[config.mk]
export PLATFORM = sky130hd
export DESIGN_NAME = gpu_core
export DESIGN_NICKNAME = d
export VERILOG_FILES = /design/src/rtl/gpu_pkg.sv /design/src/rtl/gpu_lane.sv /design/src/rtl/gpu_core.sv
export SDC_FILE = /design/constraint.sdc
export NUM_CORES = 2
export LEC_CHECK = 0
export BUFFER_PORTS_ARGS = -buffer_cell sky130_fd_sc_hd__buf_4
export CELL_PAD_IN_SITES_DETAIL_PLACEMENT = 1
export CELL_PAD_IN_SITES_GLOBAL_PLACEMENT = 1
export CORE_UTILIZATION = 40
export DETAILED_ROUTE_END_ITERATION = 10
export GPL_TIMING_DRIVEN = 0
export HOLD_SLACK_MARGIN = 0.05
export PLACE_DENSITY = 0.67
export SLEW_MARGIN = 10
export SYNTH_ARGS = -nofsm -noshare
export SYNTH_HDL_FRONTEND = slang
export SYNTH_SLANG_ARGS = --single-unit
[constraint.sdc]
create_clock -name i_clk -period 40.8 [get_ports i_clk]
set_input_delay 2.04 -clock i_clk [delete_from_list [all_inputs] [get_ports i_clk]]
set_output_delay 2.04 -clock i_clk [all_outputs]
set_load 0.005 [all_outputs]
[src/rtl/gpu_pkg.sv]
// Shared types and instruction-field constants for the SIMT core and its lanes.
// Instruction word: [31:16] imm, [15:12] op, [11:8] rd, [7:4] rs2, [3:0] rs1.
package gpu_pkg;

    typedef enum logic [3:0] {
        OP_ADD  = 4'h0,
        OP_SUB  = 4'h1,
        OP_MUL  = 4'h2,
        OP_AND  = 4'h3,
        OP_OR   = 4'h4,
        OP_XOR  = 4'h5,
        OP_LW   = 4'h6,
        OP_SW   = 4'h7,
        OP_HALT = 4'hF
    } opcode_e;

    typedef enum logic [2:0] {
        ST_IDLE,
        ST_FETCH,
        ST_EXEC,
        ST_MEM,
        ST_DONE
    } state_e;

    localparam int IMM_LSB = 16;
    localparam int OP_LSB  = 12;
    localparam int RD_LSB  = 8;
    localparam int RS2_LSB = 4;
    localparam int RS1_LSB = 0;

    localparam logic [3:0] REG_BIDX = 4'd13;
    localparam logic [3:0] REG_BDIM = 4'd14;
    localparam logic [3:0] REG_TIDX = 4'd15;

endpackage

[src/rtl/gpu_lane.sv]
// One SIMT lane: 13 writable registers, read-only r13-r15 block/thread ids, and the ALU.
module gpu_lane
    import gpu_pkg::*;
#(
    parameter int DATA_W     = 16,
    parameter int THREAD_IDX = 0
) (
    input  logic              i_clk,
    input  logic              i_reset,
    input  logic              i_clear,
    input  logic              i_we,
    input  logic [3:0]        i_rd,
    input  logic [3:0]        i_rs1,
    input  logic [3:0]        i_rs2,
    input  logic [3:0]        i_op,
    input  logic [DATA_W-1:0] i_wdata,
    input  logic [DATA_W-1:0] i_block_idx,
    input  logic [DATA_W-1:0] i_block_dim,
    output logic [DATA_W-1:0] o_rs1_val,
    output logic [DATA_W-1:0] o_rs2_val,
    output logic [DATA_W-1:0] o_alu
);

    localparam int NUM_GPR = 13;

    logic [DATA_W-1:0] r_regs [NUM_GPR];

    always_ff @(posedge i_clk or posedge i_reset) begin
        if (i_reset) begin
            for (int k = 0; k < NUM_GPR; k++) r_regs[k] <= '0;
        end else if (i_clear) begin
            for (int k = 0; k < NUM_GPR; k++) r_regs[k] <= '0;
        end else if (i_we && (i_rd < REG_BIDX)) begin
            r_regs[i_rd] <= i_wdata;
        end
    end

    function automatic logic [DATA_W-1:0] read_reg(input logic [3:0] idx);
        case (idx)
            REG_BIDX: return i_block_idx;
            REG_BDIM: return i_block_dim;
            REG_TIDX: return DATA_W'(THREAD_IDX);
            default:  return r_regs[idx];
        endcase
    endfunction

    assign o_rs1_val = read_reg(i_rs1);
    assign o_rs2_val = read_reg(i_rs2);

    always_comb begin
        o_alu = '0;
        case (i_op)
            OP_ADD:  o_alu = o_rs1_val + o_rs2_val;
            OP_SUB:  o_alu = o_rs1_val - o_rs2_val;
            OP_MUL:  o_alu = o_rs1_val * o_rs2_val;
            OP_AND:  o_alu = o_rs1_val & o_rs2_val;
            OP_OR:   o_alu = o_rs1_val | o_rs2_val;
            OP_XOR:  o_alu = o_rs1_val ^ o_rs2_val;
            default: o_alu = '0;
        endcase
    end

endmodule

[src/rtl/gpu_core.sv]
// Lock-step SIMT core: shared fetch/execute FSM over NUM_THREADS lanes, with lane
// memory accesses serialised onto a single data-memory port.
module gpu_core
    import gpu_pkg::*;
#(
    parameter int NUM_THREADS = 4,
    parameter int DATA_W      = 16,
    parameter int PC_W        = 16
) (
    input  logic              i_clk,
    input  logic              i_reset,
    input  logic              i_start,
    input  logic [DATA_W-1:0] i_block_idx,
    input  logic [DATA_W-1:0] i_block_dim,
    output logic              o_done,
    output logic              o_imem_req,
    output logic [PC_W-1:0]   o_imem_addr,
    input  logic              i_imem_valid,
    input  logic [31:0]       i_imem_data,
    output logic              o_dmem_req,
    output logic              o_dmem_we,
    output logic [DATA_W-1:0] o_dmem_addr,
    output logic [DATA_W-1:0] o_dmem_wdata,
    input  logic [DATA_W-1:0] i_dmem_rdata,
    input  logic              i_dmem_ack
);

    localparam int LANE_W = (NUM_THREADS > 1) ? $clog2(NUM_THREADS) : 1;

    state_e            r_state, w_state_next;
    logic [PC_W-1:0]   r_pc, w_pc_next;
    logic [31:0]       r_ir, w_ir_next;
    logic [LANE_W-1:0] r_lane, w_lane_next;

    logic w_clear, w_alu_we, w_mem_we, w_last_lane, w_in_mem;
    logic [3:0] w_op, w_rd, w_rs1, w_rs2;
    logic [DATA_W-1:0] w_imm, w_lane_ext;
    logic [NUM_THREADS-1:0] w_active, w_lane_we;
    logic [DATA_W-1:0] w_rs1_val [NUM_THREADS];
    logic [DATA_W-1:0] w_rs2_val [NUM_THREADS];
    logic [DATA_W-1:0] w_alu_val [NUM_THREADS];
    logic [DATA_W-1:0] w_lane_wdata [NUM_THREADS];

    assign w_op  = r_ir[OP_LSB +: 4];
    assign w_rd  = r_ir[RD_LSB +: 4];
    assign w_rs1 = r_ir[RS1_LSB +: 4];
    assign w_rs2 = r_ir[RS2_LSB +: 4];
    assign w_imm = DATA_W'(r_ir[IMM_LSB +: 16]);

    // Active lanes always form a prefix 0..block_dim-1, so the first active lane is
    // lane 0 and the serviced lane is the last one once lane+1 reaches block_dim.
    assign w_lane_ext  = DATA_W'(r_lane);
    assign w_last_lane = (int'(r_lane) >= NUM_THREADS - 1) ||
                         ((w_lane_ext + DATA_W'(1)) >= i_block_dim);

    for (genvar gi = 0; gi < NUM_THREADS; gi++) begin : g_lane
        assign w_active[gi]     = i_block_dim > DATA_W'(gi);
        assign w_lane_we[gi]    = (w_alu_we && w_active[gi]) ||
                                  (w_mem_we && (r_lane == LANE_W'(gi)));
        assign w_lane_wdata[gi] = w_mem_we ? i_dmem_rdata : w_alu_val[gi];

        gpu_lane #(
            .DATA_W     (DATA_W),
            .THREAD_IDX (gi)
        ) u_lane (
            .i_clk       (i_clk),
            .i_reset     (i_reset),
            .i_clear     (w_clear),
            .i_we        (w_lane_we[gi]),
            .i_rd        (w_rd),
            .i_rs1       (w_rs1),
            .i_rs2       (w_rs2),
            .i_op        (w_op),
            .i_wdata     (w_lane_wdata[gi]),
            .i_block_idx (i_block_idx),
            .i_block_dim (i_block_dim),
            .o_rs1_val   (w_rs1_val[gi]),
            .o_rs2_val   (w_rs2_val[gi]),
            .o_alu       (w_alu_val[gi])
        );
    end

    always_ff @(posedge i_clk or posedge i_reset) begin
        if (i_reset) begin
            r_state <= ST_IDLE;
            r_pc    <= '0;
            r_ir    <= '0;
            r_lane  <= '0;
        end else begin
            r_state <= w_state_next;
            r_pc    <= w_pc_next;
            r_ir    <= w_ir_next;
            r_lane  <= w_lane_next;
        end
    end

    always_comb begin
        w_state_next = r_state;
        w_pc_next    = r_pc;
        w_ir_next    = r_ir;
        w_lane_next  = r_lane;
        w_clear      = 1'b0;
        w_alu_we     = 1'b0;
        w_mem_we     = 1'b0;
        case (r_state)
            ST_IDLE, ST_DONE: begin
                if (i_start) begin
                    w_state_next = ST_FETCH;
                    w_pc_next    = '0;
                    w_clear      = 1'b1;
                end
            end
            ST_FETCH: begin
                if (i_imem_valid) begin
                    w_ir_next    = i_imem_data;
                    w_state_next = ST_EXEC;
                end
            end
            ST_EXEC: begin
                case (w_op)
                    OP_ADD, OP_SUB, OP_MUL, OP_AND, OP_OR, OP_XOR: begin
                        w_alu_we     = 1'b1;
                        w_pc_next    = r_pc + 1'b1;
                        w_state_next = ST_FETCH;
                    end
                    OP_LW, OP_SW: begin
                        if (w_active[0]) begin
                            w_lane_next  = '0;
                            w_state_next = ST_MEM;
                        end else begin
                            w_pc_next    = r_pc + 1'b1;
                            w_state_next = ST_FETCH;
                        end
                    end
                    OP_HALT: w_state_next = ST_DONE;
                    default: begin
                        w_pc_next    = r_pc + 1'b1;
                        w_state_next = ST_FETCH;
                    end
                endcase
            end
            ST_MEM: begin
                if (i_dmem_ack) begin
                    w_mem_we = (w_op == OP_LW);
                    if (w_last_lane) begin
                        w_pc_next    = r_pc + 1'b1;
                        w_state_next = ST_FETCH;
                    end else begin
                        w_lane_next = r_lane + 1'b1;
                    end
                end
            end
            default: w_state_next = ST_IDLE;
        endcase
    end

    assign w_in_mem     = (r_state == ST_MEM);
    assign o_done       = (r_state == ST_DONE);
    assign o_imem_req   = (r_state == ST_FETCH);
    assign o_imem_addr  = r_pc;
    assign o_dmem_req   = w_in_mem;
    assign o_dmem_we    = w_in_mem && (w_op == OP_SW);
    assign o_dmem_addr  = w_in_mem ? (w_rs1_val[r_lane] + w_imm) : '0;
    assign o_dmem_wdata = w_in_mem ? w_rs2_val[r_lane] : '0;

endmodule

==> summary.txt <==
Detailed routing
  – Drt first-iter violations: roughly 11000
  – Router iterations before antenna repair: 9
  – Wire length per cell: 49.19 um
  – DR DRC count: 0
  – Post-Route WL: 512600 um
  – DR vias: roughly 75000
  – Routed Antenna Nets: 0
  – Vias/cell: between 7 and 8

Clocking
  – TritonCTS buffer count: 108
  – Max clock buf depth: 3
  – CTS tree: yes
  – Cts repair resizes: 0
  – Hold-fix buffers, CTS: 0
  – Post-CTS setup buffers: 0
  – H-tree Lvls: 3
  – Clock sinks: 885
  – Clock latency on the worst-skew pair: 0.87 ns
  – Root Driver: clkbuf_16
  – CTS clk-pin slew, worst paths: 0.06 ns

Synthesis
  – Syn. warnings: 0
  – Unique masters post-synth: between 100 and 150
  – Ys flop type: dfrtp_1
  – Syn Area/Cell: 9.723 um2
  – EDFF count, synth: 0
  – Area leader, netlist: dfrtp_1
  – Mapped Nets: roughly 8300
  – Post-synthesis cell count: 7514
  – Post-synth top area share: 30.31%
  – Sequential share of the synthesized area: 30.31%
  – Area contributors post-synth: dfrtp_1 (30%), mux4_2 (11%), fa_1 (8.9%)
  – Syn Std Cell Area: 73060 um2
  – Ys async rst share: 100.0%
  – Seq cells post-synth: 885

Die
  – Die ar.: between 150000 and 200000 um2
  – Row count: 156
  – Core area: 181100 um2
  – Initial core utilization: 40.33%
  – Die Wd: 429.4 um
  – DIE HEIGHT: 429.4 um
  – Io pins: 137

Outcome
  – Status: finished, violations left
  – Failing checks: capacitance limit, slew limit

Setup path
  – Max incr delay on CP: 1.02 ns
  – R2R setup slack: 27.42 ns
  – Kind of critical path: reg2reg
  – Worst path required time: 41.53 ns
  – Worst EP arrival: 14.11 ns
  – CP max stage cell: a31oi_1
  – Endpoint class of the critical path: flip-flop
  – Reg2reg start: r_ir[1]$_DFFE_PP0P_
  – Reg2reg end: g_lane[0].u_lane.r_regs[143]$_DFFE_PP0P_
  – R2R cell count: 33
  – Buffers and inverters on the worst path: 11
  – Top delay family on crit path: buffers and inverters
  – CP Max Fanout: 10
  – Worst setup SP type: flip-flop

Timing
  – FMAX: ~75 MHz
  – Final min period: 13.38 ns
  – Setup TNS: 0 ns
  – Final setup fails: 0
  – Setup Skew: about 0.12 ns
  – Final period util: 32.79%
  – RSZ-0062 raised after global routing: no
  – Final hold viol count: 0
  – Worst-Margin Slew: 1.607 ns
  – Relative slew slack: -7.514%
  – Final slew viol count: 41

Layout
  – Fraction of layout cells with a size suffix above 1: 15.76%
  – Fill cell count: 20252
  – Net count, final: 8687
  – Layout area overhead: 13.88%

Hold path
  – Hold EP: g_lane[1].u_lane.r_regs[57]$_DFFE_PP0P_
  – Hold Path Stages: 2
  – Hold Crit Start: g_lane[1].u_lane.r_regs[57]$_DFFE_PP0P_
  – Min-delay worst type: reg2reg

Placed design
  – IO buf count: 135
  – Placed wire-length estimate: 388300 um
  – GPL Wtd Cong: 1.111

Run
  – Max Cap Viol: 6

Global routing
  – Vias in the first global route: 72829
  – Initial antenna violation count: 90
  – First-pass GRT wire length: a little under 700000 um
  – GRT Total Usage: 54.88%
  – Grt total ovfl: 0
  – Largest net degree at the start of global routing: 120
placed cells by master (no fill, tap or decap), types with 32 or more instances in the layout:
| master | netlist | routed |
|---|---|---|
| o31ai_1 | 91 | 91 |
| clkbuf_16 | 0 | 108 |
| mux4_2 | 367 | 367 |
| a21oi_1 | 255 | 234 |
| nor2b_1 | 37 | 35 |
| diode_2 | 0 | 100 |
| xor2_1 | 47 | 47 |
| o311ai_0 | 35 | 35 |
| a21o_1 | 40 | 40 |
| buf_8 | 6 | 50 |
| nand3b_1 | 58 | 58 |
| nor3_1 | 59 | 58 |
| buf_6 | 35 | 60 |
| a221oi_1 | 50 | 44 |
| dfrtp_1 | 885 | 885 |
| nand3_1 | 59 | 59 |
| xnor2_1 | 180 | 180 |
| o211ai_1 | 37 | 37 |
| fa_1 | 325 | 325 |
| ha_1 | 411 | 411 |
| and2_1 | 32 | 32 |
| mux2i_1 | 131 | 131 |
| clkbuf_1 | 295 | 293 |
| nor2_1 | 614 | 594 |
| o21ai_0 | 590 | 558 |
| inv_1 | 630 | 629 |
| buf_4 | 59 | 208 |
| nand2_1 | 1181 | 1181 |
| a22o_1 | 291 | 291 |
| o21ai_2 | 5 | 32 |
| buf_2 | 62 | 69 |
| mux2_2 | 42 | 42 |
sequential cells by signal, indices dropped and copies added (netlist names):
register and count:
g_lane.u_lane.r_regs 832, r_lane 2, r_ir 32, o_imem_addr 16
r_state 3
synth_stat cells, types with 30 or more instances:
library cell	instances
nand2_1	1181
dfrtp_1	885
inv_1	630
nor2_1	614
o21ai_0	590
ha_1	411
mux4_2	367
fa_1	325
clkbuf_1	295
a22o_1	291
a21oi_1	255
xnor2_1	180
mux2i_1	131
o31ai_1	91
buf_2	62
buf_4	59
nand3_1	59
nor3_1	59
nand3b_1	58
a221oi_1	50
xor2_1	47
mux2_2	42
a21o_1	40
nor2b_1	37
o211ai_1	37
buf_6	35
o311ai_0	35
o22ai_1	33
a31oi_1	32
and2_1	32
nand2b_1	30
per-layer routing:
metal	part of all wire (%)	global-route usage, %
met5	0.11	1.015
met1	35	63.31
met3	14	27.94
met2	39	73.62
met4	11	49.12
worst register-to-register path: cells and delay by family, from the launching register on:
| kind | cells | cell delay [ns] |
|---|---|---|
| DFF | 1 | 0.62 |
| buffers and inverters | 11 | 4.21 |
| AOI/OAI and AO/OA | 3 | 2.13 |
| adders and majority gates | 7 | 3.30 |
| muxes | 1 | 0.34 |
| xor gates and xnor gates | 9 | 2.06 |
| and+or+nand+nor | 2 | 0.62 |
per-stage QoR:
stage,std cells,area [um2],setup slack [ns],hold slack [ns],utilization (%)
floorplan,7514,73060,13.88,0.4568,-
global placement,10019,77040,2.511,0.4720,42.53
detailed placement,10120,79150,28.02,0.4860,43.70
CTS,10314,82800,27.99,0.5011,45.71
global route,10341,83000,27.86,0.5213,45.82
finish,10420,83200,27.42,0.5038,45.93
how the worst max path moves through the flow:
| stage | depth (start not counted) | end | from |
|---|---|---|---|
| 5_1_grt | 32 | g_lane[0].u_lane.r_regs[63]$_DFFE_PP0P_ | r_ir[1]$_DFFE_PP0P_ |
| 3_3_place_gp | 2 | g_lane[1].u_lane.r_regs[116]$_DFFE_PP0P_ | i_reset |
| 3_5_place_dp | 32 | g_lane[0].u_lane.r_regs[111]$_DFFE_PP0P_ | r_ir[1]$_DFFE_PP0P_ |
| 6_report | 33 | g_lane[0].u_lane.r_regs[143]$_DFFE_PP0P_ | r_ir[1]$_DFFE_PP0P_ |
| 4_1_cts | 32 | g_lane[0].u_lane.r_regs[143]$_DFFE_PP0P_ | r_ir[1]$_DFFE_PP0P_ |
| 2_1_floorplan | 1 | g_lane[0].u_lane.r_regs[0]$_DFFE_PP0P_ | i_reset |
area by class of cell:
| type | instances | area [um2] | area share [%] |
|---|---|---|---|
| multi-input combinational | 5476 | 46300 | 55.65 |
| sequential | 885 | 22150 | 26.62 |
| clock buffer | 159 | 3124 | 3.755 |
| tap | 2370 | 2965 | 3.564 |
| buffer | 492 | 2700 | 3.245 |
| timing repair buffer | 242 | 2699 | 3.244 |
| inverter | 661 | 2489 | 2.991 |
| clock inverter | 35 | 528.0 | 0.6346 |
| antenna | 100 | 250.2 | 0.3008 |
cell families after synthesis:
group,count (synthesis),synth area share (%)
adder cells (fa/ha/maj),736,15.94
multiplexers,564,14.58
flip-flops,885,30.31
buffers and inverters,1153,7.029
XOR/XNOR,245,3.278
AO/OA/AOI/OAI,1723,15.97
AND/OR/NAND/NOR,2208,12.89
Power is not shown: default switching activity piles up to over one toggle a cycle in this logic, so the estimate is an artifact.
